<file path="src/rtl/ram_fifo_ctrl_if.sv">
// Signal bundle between ram_fifo_ctrl, its producer/consumer pair and the 16x8 dual-port RAM.
// The slave modport is the controller's view; master is the surrounding environment's view.
interface ram_fifo_ctrl_if #(
   parameter int DATA_W = 8,
   parameter int ADDR_W = 4
);
   logic              flush;
   logic              in_valid;
   logic              in_ready;
   logic [DATA_W-1:0] in_data;
   logic              out_valid;
   logic              out_ready;
   logic [DATA_W-1:0] out_data;
   logic              ram_write;
   logic [ADDR_W-1:0] ram_wr_addr;
   logic [DATA_W-1:0] ram_data_in;
   logic              ram_read;
   logic [ADDR_W-1:0] ram_rd_addr;
   logic [DATA_W-1:0] ram_data_out;
   logic [ADDR_W+1:0] count;
   logic              empty;
   logic              full;

   modport slave (
      input  flush, in_valid, in_data, out_ready, ram_data_out,
      output in_ready, out_valid, out_data, ram_write, ram_wr_addr, ram_data_in,
             ram_read, ram_rd_addr, count, empty, full
   );

   modport master (
      output flush, in_valid, in_data, out_ready, ram_data_out,
      input  in_ready, out_valid, out_data, ram_write, ram_wr_addr, ram_data_in,
             ram_read, ram_rd_addr, count, empty, full
   );
endinterface

</file>
<file path="src/rtl/ram_fifo_ctrl.sv">
// Runs a 1-cycle-latency dual-port RAM as a synchronous FIFO; a 2-entry skid buffer
// absorbs the read latency so one push and one pop can complete every cycle.
module ram_fifo_ctrl #(
   parameter int DATA_W = 8,
   parameter int ADDR_W = 4
) (
   input  logic             clk,
   input  logic             rst,
   ram_fifo_ctrl_if.slave   bus
);
   localparam int DEPTH = 2**ADDR_W;
   localparam int CW    = ADDR_W + 1;
   localparam int NW    = ADDR_W + 2;
   localparam logic [CW-1:0] RAM_FULL = CW'(DEPTH);

   logic [ADDR_W-1:0] wr_ptr_q, wr_ptr_d;
   logic [ADDR_W-1:0] rd_ptr_q, rd_ptr_d;
   logic [CW-1:0]     ram_cnt_q, ram_cnt_d;
   logic              inflight_q, inflight_d;
   logic [DATA_W-1:0] skid_q [2];
   logic [DATA_W-1:0] skid_d [2];
   logic              head_q, head_d;
   logic              tail_q, tail_d;
   logic [1:0]        skid_cnt_q, skid_cnt_d;
   logic [NW-1:0]     count_q, count_d;

   logic              in_ready_w;
   logic              push;
   logic              pop;
   logic              rd_issue;
   logic [2:0]        occ;

   always_comb begin
      in_ready_w = !rst && (ram_cnt_q != RAM_FULL) && !bus.flush;
      push       = bus.in_valid && in_ready_w;
      pop        = (skid_cnt_q != 2'd0) && bus.out_ready;
      // Skid slots committed after this edge; a pop this cycle frees one for a new read.
      occ        = 3'(skid_cnt_q) + 3'(inflight_q) - 3'(pop);
      rd_issue   = (ram_cnt_q != '0) && (occ < 3'd2) && !bus.flush;

      wr_ptr_d   = wr_ptr_q;
      rd_ptr_d   = rd_ptr_q;
      ram_cnt_d  = ram_cnt_q;
      inflight_d = inflight_q;
      skid_d[0]  = skid_q[0];
      skid_d[1]  = skid_q[1];
      head_d     = head_q;
      tail_d     = tail_q;
      skid_cnt_d = skid_cnt_q;

      if (bus.flush) begin
         wr_ptr_d   = '0;
         rd_ptr_d   = '0;
         ram_cnt_d  = '0;
         inflight_d = 1'b0;
         skid_d[0]  = '0;
         skid_d[1]  = '0;
         head_d     = 1'b0;
         tail_d     = 1'b0;
         skid_cnt_d = '0;
      end else begin
         if (push)     wr_ptr_d = wr_ptr_q + ADDR_W'(1);
         if (rd_issue) rd_ptr_d = rd_ptr_q + ADDR_W'(1);
         ram_cnt_d  = ram_cnt_q + CW'(push) - CW'(rd_issue);
         inflight_d = rd_issue;
         if (inflight_q) begin
            skid_d[tail_q] = bus.ram_data_out;
            tail_d         = ~tail_q;
         end
         if (pop) head_d = ~head_q;
         skid_cnt_d = skid_cnt_q + 2'(inflight_q) - 2'(pop);
      end

      count_d = NW'(ram_cnt_d) + NW'(inflight_d) + NW'(skid_cnt_d);
   end

   always_ff @(posedge clk or posedge rst) begin
      if (rst) begin
         wr_ptr_q   <= '0;
         rd_ptr_q   <= '0;
         ram_cnt_q  <= '0;
         inflight_q <= 1'b0;
         skid_q[0]  <= '0;
         skid_q[1]  <= '0;
         head_q     <= 1'b0;
         tail_q     <= 1'b0;
         skid_cnt_q <= '0;
         count_q    <= '0;
      end else begin
         wr_ptr_q   <= wr_ptr_d;
         rd_ptr_q   <= rd_ptr_d;
         ram_cnt_q  <= ram_cnt_d;
         inflight_q <= inflight_d;
         skid_q[0]  <= skid_d[0];
         skid_q[1]  <= skid_d[1];
         head_q     <= head_d;
         tail_q     <= tail_d;
         skid_cnt_q <= skid_cnt_d;
         count_q    <= count_d;
      end
   end

   assign bus.in_ready    = in_ready_w;
   assign bus.full        = !rst && !in_ready_w;
   assign bus.ram_write   = push;
   assign bus.ram_wr_addr = wr_ptr_q;
   assign bus.ram_data_in = bus.in_data;
   assign bus.ram_read    = rd_issue;
   assign bus.ram_rd_addr = rd_ptr_q;
   assign bus.out_valid   = (skid_cnt_q != 2'd0);
   assign bus.out_data    = skid_q[head_q];
   assign bus.count       = count_q;
   assign bus.empty       = (count_q == '0);
endmodule

</file>
<file path="src/flat_wrapper.sv">
// flat-port wrapper written by rule: the top's interface ports become plain ports
module ram_fifo_ctrl_flat 
#(
   parameter int DATA_W = 8,
   parameter int ADDR_W = 4
)
  (clk, rst, bus_flush, bus_in_valid, bus_in_data, bus_out_ready, bus_ram_data_out, bus_in_ready, bus_out_valid, bus_out_data, bus_ram_write, bus_ram_wr_addr, bus_ram_data_in, bus_ram_read, bus_ram_rd_addr, bus_count, bus_empty, bus_full);
  ram_fifo_ctrl_if #(.DATA_W(DATA_W), .ADDR_W(ADDR_W)) bus_i ();
  input  logic clk;
  input  logic rst;
  input wire logic [$bits(bus_i.flush)-1:0] bus_flush;
  input wire logic [$bits(bus_i.in_valid)-1:0] bus_in_valid;
  input wire logic [$bits(bus_i.in_data)-1:0] bus_in_data;
  input wire logic [$bits(bus_i.out_ready)-1:0] bus_out_ready;
  input wire logic [$bits(bus_i.ram_data_out)-1:0] bus_ram_data_out;
  output wire logic [$bits(bus_i.in_ready)-1:0] bus_in_ready;
  output wire logic [$bits(bus_i.out_valid)-1:0] bus_out_valid;
  output wire logic [$bits(bus_i.out_data)-1:0] bus_out_data;
  output wire logic [$bits(bus_i.ram_write)-1:0] bus_ram_write;
  output wire logic [$bits(bus_i.ram_wr_addr)-1:0] bus_ram_wr_addr;
  output wire logic [$bits(bus_i.ram_data_in)-1:0] bus_ram_data_in;
  output wire logic [$bits(bus_i.ram_read)-1:0] bus_ram_read;
  output wire logic [$bits(bus_i.ram_rd_addr)-1:0] bus_ram_rd_addr;
  output wire logic [$bits(bus_i.count)-1:0] bus_count;
  output wire logic [$bits(bus_i.empty)-1:0] bus_empty;
  output wire logic [$bits(bus_i.full)-1:0] bus_full;
  assign bus_i.flush = bus_flush;
  assign bus_i.in_valid = bus_in_valid;
  assign bus_i.in_data = bus_in_data;
  assign bus_i.out_ready = bus_out_ready;
  assign bus_i.ram_data_out = bus_ram_data_out;
  assign bus_in_ready = bus_i.in_ready;
  assign bus_out_valid = bus_i.out_valid;
  assign bus_out_data = bus_i.out_data;
  assign bus_ram_write = bus_i.ram_write;
  assign bus_ram_wr_addr = bus_i.ram_wr_addr;
  assign bus_ram_data_in = bus_i.ram_data_in;
  assign bus_ram_read = bus_i.ram_read;
  assign bus_ram_rd_addr = bus_i.ram_rd_addr;
  assign bus_count = bus_i.count;
  assign bus_empty = bus_i.empty;
  assign bus_full = bus_i.full;
  ram_fifo_ctrl #(.DATA_W(DATA_W), .ADDR_W(ADDR_W)) u_core (.clk(clk), .rst(rst), .bus(bus_i));
endmodule
</file>
<file path="config.mk">
export PLATFORM = sky130hd
export DESIGN_NAME = ram_fifo_ctrl_flat
export DESIGN_NICKNAME = d
export VERILOG_FILES = /design/src/rtl/ram_fifo_ctrl_if.sv /design/src/rtl/ram_fifo_ctrl.sv /design/src/flat_wrapper.sv
export SDC_FILE = /design/constraint.sdc
export NUM_CORES = 1
export LEC_CHECK = 0
export ABC_CLOCK_PERIOD_IN_PS = 13600
export CAP_MARGIN = 20
export CORE_MARGIN = 3
export CORE_UTILIZATION = 52
export CTS_BUF_LIST = sky130_fd_sc_hd__clkbuf_16
export CTS_CLUSTER_DIAMETER = 50
export DETAILED_ROUTE_END_ITERATION = 6
export PLACE_DENSITY = 0.91
export SETUP_SLACK_MARGIN = 0.5
export SKIP_LAST_GASP = 1
export SYNTH_ARGS = -nofsm -noshare
export SYNTH_HDL_FRONTEND = slang
export SYNTH_SLANG_ARGS = --single-unit
</file>
<file path="constraint.sdc">
create_clock -name clk -period 13.6 [get_ports clk]
set_clock_uncertainty 0.2 [all_clocks]
set_input_delay 3.4 -clock clk [delete_from_list [all_inputs] [get_ports clk]]
set_output_delay 3.4 -clock clk [all_outputs]
set_load 0.01 [all_outputs]
</file>
==> impl_results.md <==
* Root Driver: clkbuf_16
* Critical path's largest stage delay at 610 ps
* Final setup TNS at 0 ps
* Tmin final at 9710 ps
* Max-Cap Viols at 0
* Layout cells sized above 1 at 9.84%
* Seq/Total Area, Yosys at 47.8%
* Power density over the cells at 195 nW/um^2
* TritonCTS clock tree: yes
* Main combinational cell family by area after synthesis: simple AND/OR/NAND/NOR gates
* Area share of the largest cell type after synthesis at 47.8%
* Crit path DAT at 6110 ps
* Nets@finish at 279
* Hold-fix buffers, CTS at 0
* Leak pwr at 1.18 nW
* Endpoints failing setup at 0
* Seq pwr share at 33.2%
* Final Power at 0.000511 W
* Syn Area/Cell at 9.96 sq um
* Sw power at 0.000187 W
* Synth warn at 0
* Slew HR at 60.7%
* Final Hold Vio Count at 0
* Asr flop ratio synth at 100%
* Antenna cells at 0
* Worst min path class: reg2reg
* Initial DRC count at 155
* Core footprint at 3770 sq um
* Vias/cell at 5.32
* Simple-Gate Fraction of Synth Area at 17.8%
* Top cell type by total area after synthesis: dfrtp_1
* Synth Area in XOR/XNOR at 5.02%
* Postcts setup bufs at 0
* Cell variety after synth at 34
* Global-route wire length before repair at 7110 um
* Chip width at 69.4 um
* Setup crit end kind: output pin
* Vias in the first global route at 1,559
* Delay-heaviest family, CP: buffers and inverters
* Worst-Margin Slew at 588 ps
* Synth Area in Adders at 10.4%
* # clock sinks at 40
* Aggregate global-route resource usage at 18.6%
* Drt pass-1 iters at 5
* Initial Util at 55.5%
* DR vias at 1,554
* TritonCTS Buffers at 5
* # H-tree levels at 2
* Worst VDD drop at 0.119 mV
* Clock-pin slew on the worst setup and hold paths at 60 ps
* Synthesized netlist net count at 246
* Post-CTS sizing at 0
* Achievable Freq at 103 MHz
* RR Startpoint: u_core.skid_cnt_q[1]
* Mapped cell area at 2090 sq um
* RePlAce Congestion at 0.806
* CP startpoint: bus_out_ready
* Worst path buffer plus inverter count at 4
* Area contributors post-synth: dfrtp_1 48%, ha_1 6.6%, a21oi_1 5.3%
* Max-slew violations at 0
* Post-DP Area at 2480 sq um
* Startpoint class of the critical path: primary input
* Outcome: finished clean
* Largest fanout on the critical path at 6
* Wire length per cell at 14.0 um
* Post-synth EDFFs at 0
* Worst-path cell chain: clkdlybuf4s50_1, and2_1, ha_1, inv_1, ha_1, inv_1, fa_1, xnor2_1, nand3_2, nor2_1, clkdlybuf4s50_1
* Antenna Nets Post-Route at 0
* Synth-to-Final Area Change at 25.2%
* CTS Buffer Depth at 2
* Full die area at 4820 sq um
* Main synth FF type: dfrtp_1
* Net Sw Frac at 36.5%
* Critical Path RT at 10,000 ps
* GRT overflow at 0
* Synth Instances at 210
* Final period utilization at 71.4%
* Initial antenna violation count at 0
* Post-route cell area at 2620 sq um
* I/O pin total at 57
* Hold_sp: u_core.skid_q[1]
* Worst-Skew Late Latency at 280 ps
* CP Class: in2out
* Routed wire length at 4090 um
* Top-count cell post-synth: dfrtp_1
* DRC viols at 0
* IO Port Bufs at 40
* Filler Cell Count at 316
* Largest net degree at the start of global routing at 41
* Synth cell count leaders: 40 x dfrtp_1, 28 x nand2_1, 22 x a21oi_1
* FF+latch count, synth at 40
* Clk network pwr share at 21.9%
* Core Rows at 22
* Mux share of post-synthesis cell area at 5.26%
* Die height at 69.4 um
* Comb power frac at 44.9%
* RSZ-0062 raised after global routing: false
* Compound-Gate Fraction of Synth Area at 6.34%
* Dpl hpwl at 2830 um
* Slowest CP cell: clkdlybuf4s50_1
* Internal cell power at 0.000324 W
layer usage:
metal,vias up,track usage [%],share of wire (%),wire (um)
li1,747,-,-,-
met1,736,25.2,44,1810
met2,63,28.2,47,1930
met3,8,5.80,6.7,276
met4,0,6.51,1.8,75
met5,-,0,0,0
path summary, 6_finish.rpt:
kind | to | slack, ps | cells past startpoint
max | bus_ram_read | 3890 | 11
max reg2reg | u_core.bus.count[5] | 8810 | 20
max in group asynchronous | u_core.bus.count[5] | 9390 | 3
min in group asynchronous | u_core.bus.ram_wr_addr[0] | 3460 | 3
min reg2reg | u_core.skid_q[1] | 320 | 2
min | u_core.skid_q[1] | 320 | 2
sequential cells by signal, indices dropped and copies added (netlist names):
name,flops
u_core.ram_cnt_q,5
u_core.bus.ram_wr_addr,4
u_core.tail_q,1
u_core.inflight_q,1
u_core.skid_q,16
u_core.skid_cnt_q,2
u_core.bus.ram_rd_addr,4
u_core.bus.count,6
u_core.head_q,1
layout by cell type (no fill, tap or decap), types with 3 or more instances in the layout:
cell,instances
clkinv_2,3
clkdlybuf4s50_1,40
dfrtp_1,40
nor2_1,15
a21oi_1,22
ha_1,11
nand2b_1,4
xor2_1,4
nand2_1,28
clkbuf_16,5
xnor2_1,8
nor3_1,3
nand3_1,10
inv_1,15
mux2_2,8
o21ai_0,3
fa_1,4
power groups by stage:
stage | sequential (W) | clock, W | combinational (W)
floorplan | 0.000164 | 0 | 0.000160
global placement | 0.000171 | 0 | 0.000224
detailed placement | 0.000171 | 0 | 0.000229
CTS | 0.000170 | 0.000114 | 0.000232
global route | 0.000174 | 0.000120 | 0.000260
finish | 0.000170 | 0.000112 | 0.000229
stage by stage:
stage	worst slack, ps	cells	hold WS [ps]	util [%]
after global placement	3920	284	306	65.7
after floorplan	4970	210	297	-
after global routing	3680	292	345	69.5
after detailed placement	3870	284	316	65.7
after CTS	3850	292	324	69.5
final	3890	292	323	69.5
worst register-to-register path, cell delays in order (launching register included):
cell and delay [ps]:
dfrtp_1 430, or2_2 320, and2_1 190, ha_1 270, inv_1 60, ha_1 130
inv_1 50, fa_1 380, xnor2_1 180, nand3_2 160, nor2_1 310, ha_1 290
inv_1 50, ha_1 170, fa_1 410, nand2b_1 130, inv_1 70, ha_1 270
a21oi_1 60, nor3_1 230, nor4b_1 310
layout make-up:
class | count | area [sq um] | area share, %
Inverter | 16 | 61.3 | 2.34
Clock buffer | 5 | 125 | 4.78
Clock inverter | 3 | 18.8 | 0.716
Sequential cell | 40 | 1000 | 38.2
Multi-Input combinational cell | 138 | 938 | 35.8
Timing Repair Buffer | 42 | 415 | 15.9
Tap cell | 48 | 60.1 | 2.29
kinds of logic (layout without fill, tap and decap cells):
kind of cell	count (synthesis)	after routing
AO/OA/AOI/OAI	26	26
XOR/XNOR	12	12
adder cells (fa/ha/maj)	15	15
buffers and inverters	32	66
flip-flops	40	40
multiplexers	10	10
AND/OR/NAND/NOR	75	75
Note: power is estimated with default switching activity, not from simulation.
